**src/rtl/apu_frame_sequencer.sv**
```systemverilog
// rtl/apu_frame_sequencer.sv - APU frame sequencer with delayed $4017 write application
module apu_frame_sequencer #(
    parameter int STEP_PERIOD = 7457,
    parameter int CTR_W       = 13,
    parameter int DELAY_EVEN  = 3,
    parameter int DELAY_ODD   = 4
) (
    input  logic       clk,
    input  logic       rst,
    input  logic       wr,
    input  logic       wr_mode,
    input  logic       wr_irq_inhibit,
    input  logic       clrint,
    output logic       apu_cycle,
    output logic       qtrframe,
    output logic       halfframe,
    output logic       irq,
    output logic [2:0] step,
    output logic       mode,
    output logic       pending
);

    localparam logic [CTR_W-1:0] TICK_AT = CTR_W'(STEP_PERIOD - 1);
    localparam logic [2:0]       D_EVEN  = 3'(DELAY_EVEN);
    localparam logic [2:0]       D_ODD   = 3'(DELAY_ODD);

    logic [CTR_W-1:0] ctr;
    logic [2:0]       dly;
    logic             inhibit;
    logic             pending_mode;
    logic             tick;
    logic             apply;
    logic             irq_set;
    logic             last_step;

    // A write landing on the final delay cycle restarts the delay instead of applying.
    always_comb begin
        tick      = (ctr == TICK_AT);
        apply     = pending && (dly == 3'd1) && !wr;
        last_step = mode ? (step == 3'd4) : (step == 3'd3);
        qtrframe  = 1'b0;
        halfframe = 1'b0;
        irq_set   = 1'b0;
        if (rst) begin
            qtrframe  = 1'b0;
            halfframe = 1'b0;
        end else if (apply) begin
            qtrframe  = pending_mode;
            halfframe = pending_mode;
        end else if (tick) begin
            if (mode) begin
                qtrframe  = (step != 3'd3);
                halfframe = (step == 3'd1) || (step == 3'd4);
            end else begin
                qtrframe  = 1'b1;
                halfframe = (step == 3'd1) || (step == 3'd3);
                irq_set   = (step == 3'd3) && !inhibit;
            end
        end
    end

    always_ff @(posedge clk) begin
        if (rst) begin
            ctr          <= '0;
            step         <= 3'd0;
            apu_cycle    <= 1'b0;
            mode         <= 1'b0;
            inhibit      <= 1'b0;
            irq          <= 1'b0;
            pending      <= 1'b0;
            pending_mode <= 1'b0;
            dly          <= 3'd0;
        end else begin
            apu_cycle <= ~apu_cycle;

            if (apply) begin
                ctr     <= '0;
                step    <= 3'd0;
                mode    <= pending_mode;
                pending <= 1'b0;
            end else if (tick) begin
                ctr  <= '0;
                step <= last_step ? 3'd0 : step + 3'd1;
            end else begin
                ctr <= ctr + 1'b1;
            end

            if (wr) begin
                inhibit      <= wr_irq_inhibit;
                pending_mode <= wr_mode;
                pending      <= 1'b1;
                dly          <= apu_cycle ? D_ODD : D_EVEN;
            end else if (dly != 3'd0) begin
                dly <= dly - 3'd1;
            end

            // Inhibit write beats a same-cycle set; a set beats a same-cycle $4015 clear.
            if (wr && wr_irq_inhibit)
                irq <= 1'b0;
            else if (irq_set)
                irq <= 1'b1;
            else if (clrint)
                irq <= 1'b0;
        end
    end

endmodule

```
**config.mk**
```make
export PLATFORM = sky130hd
export DESIGN_NAME = apu_frame_sequencer
export DESIGN_NICKNAME = d
export VERILOG_FILES = /design/src/rtl/apu_frame_sequencer.sv
export SDC_FILE = /design/constraint.sdc
export NUM_CORES = 1
export LEC_CHECK = 0
export CAP_MARGIN = 10
export CORE_MARGIN = 3
export CORE_UTILIZATION = 48
export CTS_CLUSTER_DIAMETER = 40
export DETAILED_ROUTE_END_ITERATION = 6
export PLACE_DENSITY = 0.79
export SLEW_MARGIN = 20
export SYNTH_ARGS = -nofsm -noshare
export SYNTH_HDL_FRONTEND = slang
export SYNTH_SLANG_ARGS = --single-unit
export TNS_END_PERCENT = 1
```
**constraint.sdc**
```tcl
create_clock -name clk -period 1.9 [get_ports clk]
set_clock_uncertainty 0.2 [all_clocks]
set_input_delay 0.19 -clock clk [delete_from_list [all_inputs] [get_ports clk]]
set_output_delay 0.19 -clock clk [all_outputs]
set_load 0.05 [all_outputs]
```
==> results.cfg, run 1 <==
[run_status]
status = complete, but fails checks
violations = setup timing

[routing]
post_drt_via_cell_ratio = 4.98
wl_per_cell_um = 11.4
ant_nets = 0
drt_iter0_drc = 27
drt_wl_total_um = 2220
post-route-drc-count = 0
drt_pass1_iterations = 4
via_count = 967

[yosys]
synth_area_mm2 = 0.00125
syn_nets = 152
syn_avg_cell_area_um2 = 9.11
ys_seq_area_frac = 0.401
synth_cell_types = 34
ys_ff_latch = 25
synth_warnings = 0
synth_cells = 137

[worst_setup_path]
path_max_fanout = 4
cp.required_ps = 1510
r2r_slack_ps = 10
arrival_ps = 1900
cp-start-kind = flip-flop
critPathCaptureType = primary output
path_class = reg2out

[place]
pre_cts_ws_ps = -77.6
numPortBuffers = 14
dp_hpwl_um = 1760
gp_congestion = 0.769
placed_area_mm2 = 0.00155

[layout]
layout-drive-gt1-share = 0.211
seq_area_um2 = 504
area_growth_pct = 26.9
finish.net_count = 182
fin_area_mm2 = 0.00158
final_common_cell = nor2_1
nFillCells = 189
most-common-layout-cells = 25 x nor2_1, 22 x dfxtp_1, 18 x buf_4
finish.utilization = 0.676
multi_input_area_um2 = 716
antenna_cells = 0

[floorplanning]
die_area_mm2 = 0.00325
core-area_mm2 = 0.00234
io_pins = 15
die-width_um = 57.0
initial_core_util = 0.533
die_y_um = 57.0
rows = 17

[grt]
met3_usage = 0.0475
grt_max_degree = 15
grt_overflow_total = 0
grtUsageMet2 = 0.246
top_usage_layer = met2
grt_pass1_wl_um = 3740
first_global_vias = 903
antenna_found_initial = 0
grt_usage = 0.143
met1_usage = 0.170

[clock_network]
clkTransAtPathRegs_ps = 130
cts_num_sinks = 25
htree_levels = 1
cts_made_buffers = 3
insertion_delay_ps = 320
postCtsHoldBufs = 0
cts_tree = done
clockBufferDepth = 2
cts_root_buffer = clkbuf_4
post_cts_buffers = 0

[sta]
timing.hold.ws_ps = 266
timing.final.crit_share = 1.20
worst_pin_slew_ps = 509
relSlewSlack = 0.660
fmaxAchievable_ghz = 0.437
rsz0062_at_grt = yes
setup_slack_ps = -386
tns_ps = -764
hold_viol_final = 0
final-max-slew-violation-count = 0
fin_crit_ps = 2290
finalSetupViolCount = 2

[pwr]
power.share.combinational = 0.137
swShare = 0.255
share_seq_of_total_power = 0.607
p_leak_uw = 0.000671
power_density_mw_per_mm2 = 578
vdd_ir_drop_max_uv = 514
p_int_uw = 682
clockPowerShare = 0.256
switchingPower_uw = 234

[run]
maxCapViolCount = 0

[worst_hold_path]
worstHoldPathType = in2reg
[cells in the mapped netlist]
cell type  instances  share of area
dfxtp_1           25           0.40
nor2_1            25          0.075
inv_1             11          0.033
ha_1               9          0.090
xnor2_1            8          0.056
a21oi_1            7          0.028
nand2_1            6          0.018
nand2b_1           6          0.030
mux2i_1            5          0.040
xor2_1             4          0.028
nor3_1             3          0.012
a211o_1            2          0.014
clkbuf_1           2         0.0060
nand3_1            2         0.0080
nand3b_1           2          0.012
nand4_1            2          0.010
a221oi_2           1          0.012
and3_1             1         0.0050
and4_1             1         0.0070
buf_6              1         0.0090
nand2b_2           1         0.0070
nand4b_1           1         0.0070
nand4bb_1          1         0.0090
nor2b_1            1         0.0050
nor3b_1            1         0.0060
nor4_1             1         0.0050
nor4_4             1          0.017
nor4b_1            1         0.0070
nor4bb_1           1         0.0080
o21a_1             1         0.0060
or2_2              1         0.0050
or2b_1             1         0.0060
or3_1              1         0.0050
or4b_4             1          0.011
[power by group through the flow]
stage | clock [µW] | sequential, µW | combinational [µW]
6_report | 234 | 556 | 126
4_1_cts | 246 | 556 | 127
3_5_place_dp | 0 | 567 | 126
3_3_place_gp | 0 | 566 | 120
5_1_grt | 272 | 559 | 141
2_1_floorplan | 0 | 578 | 74.4
[cells by family after synthesis]
family,share of synthesized area
mux,0.0401
fa+ha+maj,0.0903
simple gates,0.276
xor+xnor,0.0843
flops,0.401
compound gates,0.0602
buf+inv,0.0481
[final timing paths]
kind / start / end / cells past startpoint
setup / recovery: ctr[3] / qtrframe / 5
hold / removal: wr_irq_inhibit / irq / 2
setup reg to reg: ctr[3] / irq / 5
hold reg to reg: apu_cycle / apu_cycle / 1
[registers in the layout, summed over array words and instances, names as in the netlist]
signal / cells
ctr: 13
dly: 3
step: 3
apu_cycle: 1
inhibit: 1
irq: 1
mode: 1
pending: 1
pending_mode: 1
[metrics by stage]
step	std cells	power [µW]
floorplan	137	652
global placement	190	687
detailed placement	190	693
CTS	194	929
global route	194	972
finish	194	915
[worst max-delay path: stages (launching register included)]
cell and delay (ps):
dfxtp_1 330, or4b_4 540, nor4_4 210, nand3b_1 170, a21oi_4 170, buf_12 150
[layer usage]
metal,vias up,routed length [µm]
li1,511,-
met4,0,0
met1,437,1020
met5,-,0
met2,19,1080
met3,0,117
[final cells by class]
class,instances,share of cell area
Clock inverter,1,0.00316
Sequential cell,25,0.319
Timing Repair Buffer,28,0.164
Multi-Input combinational cell,98,0.452
Clock buffer,3,0.0142
Inverter,11,0.0261
Tap cell,28,0.0221
[what timing repair did]
action                     in CTS  in global routing
pin swaps                       1                  0
hold endpoints to repair        0                  0
setup endpoints to repair       4                 21
resized for setup               1                  3
No activity file was read; power rests on OpenSTA's default activity.
==> run 2, diff against run 1 <==
Settings changed: CTS_CLUSTER_SIZE set to 8.
==> results of run 2 <==
The final DEF is identical to that of run 1; final timing and power are the same.
==> run 3, diff against run 2 <==
Settings changed: SKIP_CTS_REPAIR_TIMING set to 1, SKIP_LAST_GASP set to 1.
==> run 3 against run 2 <==
  * The run still ends with setup timing left
  * Combinational power about the same
  * Routed wire length about the same
  * Critical endpoint unchanged
  * Die area unchanged
  * Clock power about the same
  * Cell count unchanged
  * Non-clock buffer count unchanged
  * Setup slack got worse by 3.9 ps
  * Via count decreased by 0.31%
  * Global-route usage unchanged
  * Utilization decreased by 0.21 points
  * Critical path depth increased by 2
  * Largest cell class unchanged
==> results.cfg, run 3 (synthesized netlist as in run 1, its figures left out) <==
[routing]
via_count = 964
post_drt_via_cell_ratio = 4.97
drt_pass1_iterations = 4
post-route-drc-count = 0
drt_iter0_drc = 19
ant_nets = 0
drt_wl_total_um = 2210
wl_per_cell_um = 11.4

[pwr]
power_density_mw_per_mm2 = 580
swShare = 0.256
total_power_uw = 915
p_leak_uw = 0.000634
power.share.combinational = 0.137
p_int_uw = 681
clockPowerShare = 0.256
share_seq_of_total_power = 0.607
vdd_ir_drop_max_uv = 514
switchingPower_uw = 234

[worst_setup_path]
cp.depth = 7
path_max_fanout = 4
r2r-end = irq
cp_top_family = simple AND/OR/NAND/NOR gates
crit_path_max_incr_delay_ps = 380
cp_cell_sequence = inv_1 > ha_1 > nand4bb_1 > nor4_4 > nand3b_1 > a21oi_4 > buf_12
critPathLaunch = ctr[1]
cp-endpoint = qtrframe
r2r_slack_ps = 10
arrival_ps = 1900
path_class = reg2out
critPathCaptureType = primary output
worst-r2r-cell-count = 7
r2r_start = ctr[1]
cp.required_ps = 1510
worst-path-buf-inv = 2
slowest_stage = nor4_4
cp-start-kind = flip-flop

[layout]
fin_cells = 194
layout-drive-gt1-share = 0.205
antenna_cells = 0
final_common_cell = nor2_1
most-common-layout-cells = 25 x nor2_1, 23 x dfxtp_1, 18 x buf_4
finish.net_count = 182
top_register = ctr
top_regs = ctr (13), dly (3), step (3)
area_growth_pct = 26.5
nFillCells = 191
largest_reg_flops = 13

[sta]
timing.final.crit_share = 1.21
tns_ps = -773
rsz0062_at_grt = yes
timing.hold.ws_ps = 266
worst_pin_slew_ps = 497
finalSetupViolCount = 2
hold_viol_final = 0
setup_slack_ps = -390
fin_crit_ps = 2290
final-max-slew-violation-count = 0
fmaxAchievable_ghz = 0.437
relSlewSlack = 0.668

[grt]
grt_pass1_wl_um = 3740
grt_max_degree = 15
grt_usage = 0.143
first_global_vias = 903
grt_overflow_total = 0
antenna_found_initial = 0

[run_status]
violations = setup timing
status = complete, but fails checks

[place]
place_inst = 190
gp_congestion = 0.769
dp_hpwl_um = 1760
numPortBuffers = 14

[clock_network]
cts_made_buffers = 3
clkTransAtPathRegs_ps = 130
cts_tree = done
cts_root_buffer = clkbuf_4
htree_levels = 1
insertion_delay_ps = 320
cts_num_sinks = 25
clockBufferDepth = 2

[floorplanning]
rows = 17
die_y_um = 57.0
core-area_mm2 = 0.00234
die-width_um = 57.0
die_area_mm2 = 0.00325
initial_core_util = 0.533
io_pins = 15

[run]
maxCapViolCount = 0

[worst_hold_path]
worstHoldPathType = in2reg
==> run 3: cell types whose count changed in the layout (fill, tap and decap cells not counted) <==
cell,before,now
clkdlybuf4s50_1,5,8
dfxtp_1,22,23
dfxtp_2,3,2
dlygate4sd2_1,1,0
dlymetal6s2s_1,2,0
==> run 3: metal layers <==
layer / GRT usage / part of all wire / up-vias
met5: 0 / 0 / -
met4: 0.0397 / 0 / 0
met2: 0.246 / 0.49 / 17
li1: - / - / 512
met3: 0.0475 / 0.052 / 0
met1: 0.170 / 0.46 / 435
==> run 3: stage by stage <==
stage           util  cell area, µm²  setup WS, ps
2_1_floorplan      -            1280          -211
3_3_place_gp   0.663            1550         -15.4
3_5_place_dp   0.663            1550         -77.6
4_1_cts        0.674            1580          -428
5_1_grt        0.674            1580          -553
6_report       0.674            1580          -390
==> run 3: area by class of cell <==
class / instances / area (µm²) / share of cell area
multi-input combinational: 98 / 716 / 0.454
sequential: 25 / 503 / 0.319
timing repair buffer: 28 / 255 / 0.162
inverter: 11 / 41.3 / 0.0262
tap: 28 / 35.0 / 0.0222
clock buffer: 3 / 22.5 / 0.0143
clock inverter: 1 / 5.00 / 0.00317
==> run 3: power groups by stage <==
stage               combinational (µW)  sequential, µW  clock [µW]
finish                             126             555         234
global route                       141             558         272
CTS                                127             556         246
detailed placement                 126             567           0
global placement                   120             566           0
floorplan                         74.4             578           0
==> run 3: how the worst min path moves through the flow <==
stage,startpoint,endpoint,slack (ps),cells past startpoint
CTS,wr_irq_inhibit,irq,260,2
detailed placement,apu_cycle,apu_cycle,250,1
finish,wr_irq_inhibit,irq,270,2
floorplan,wr_irq_inhibit,irq,80,1
global route,wr_irq_inhibit,irq,260,2
global placement,apu_cycle,apu_cycle,220,1
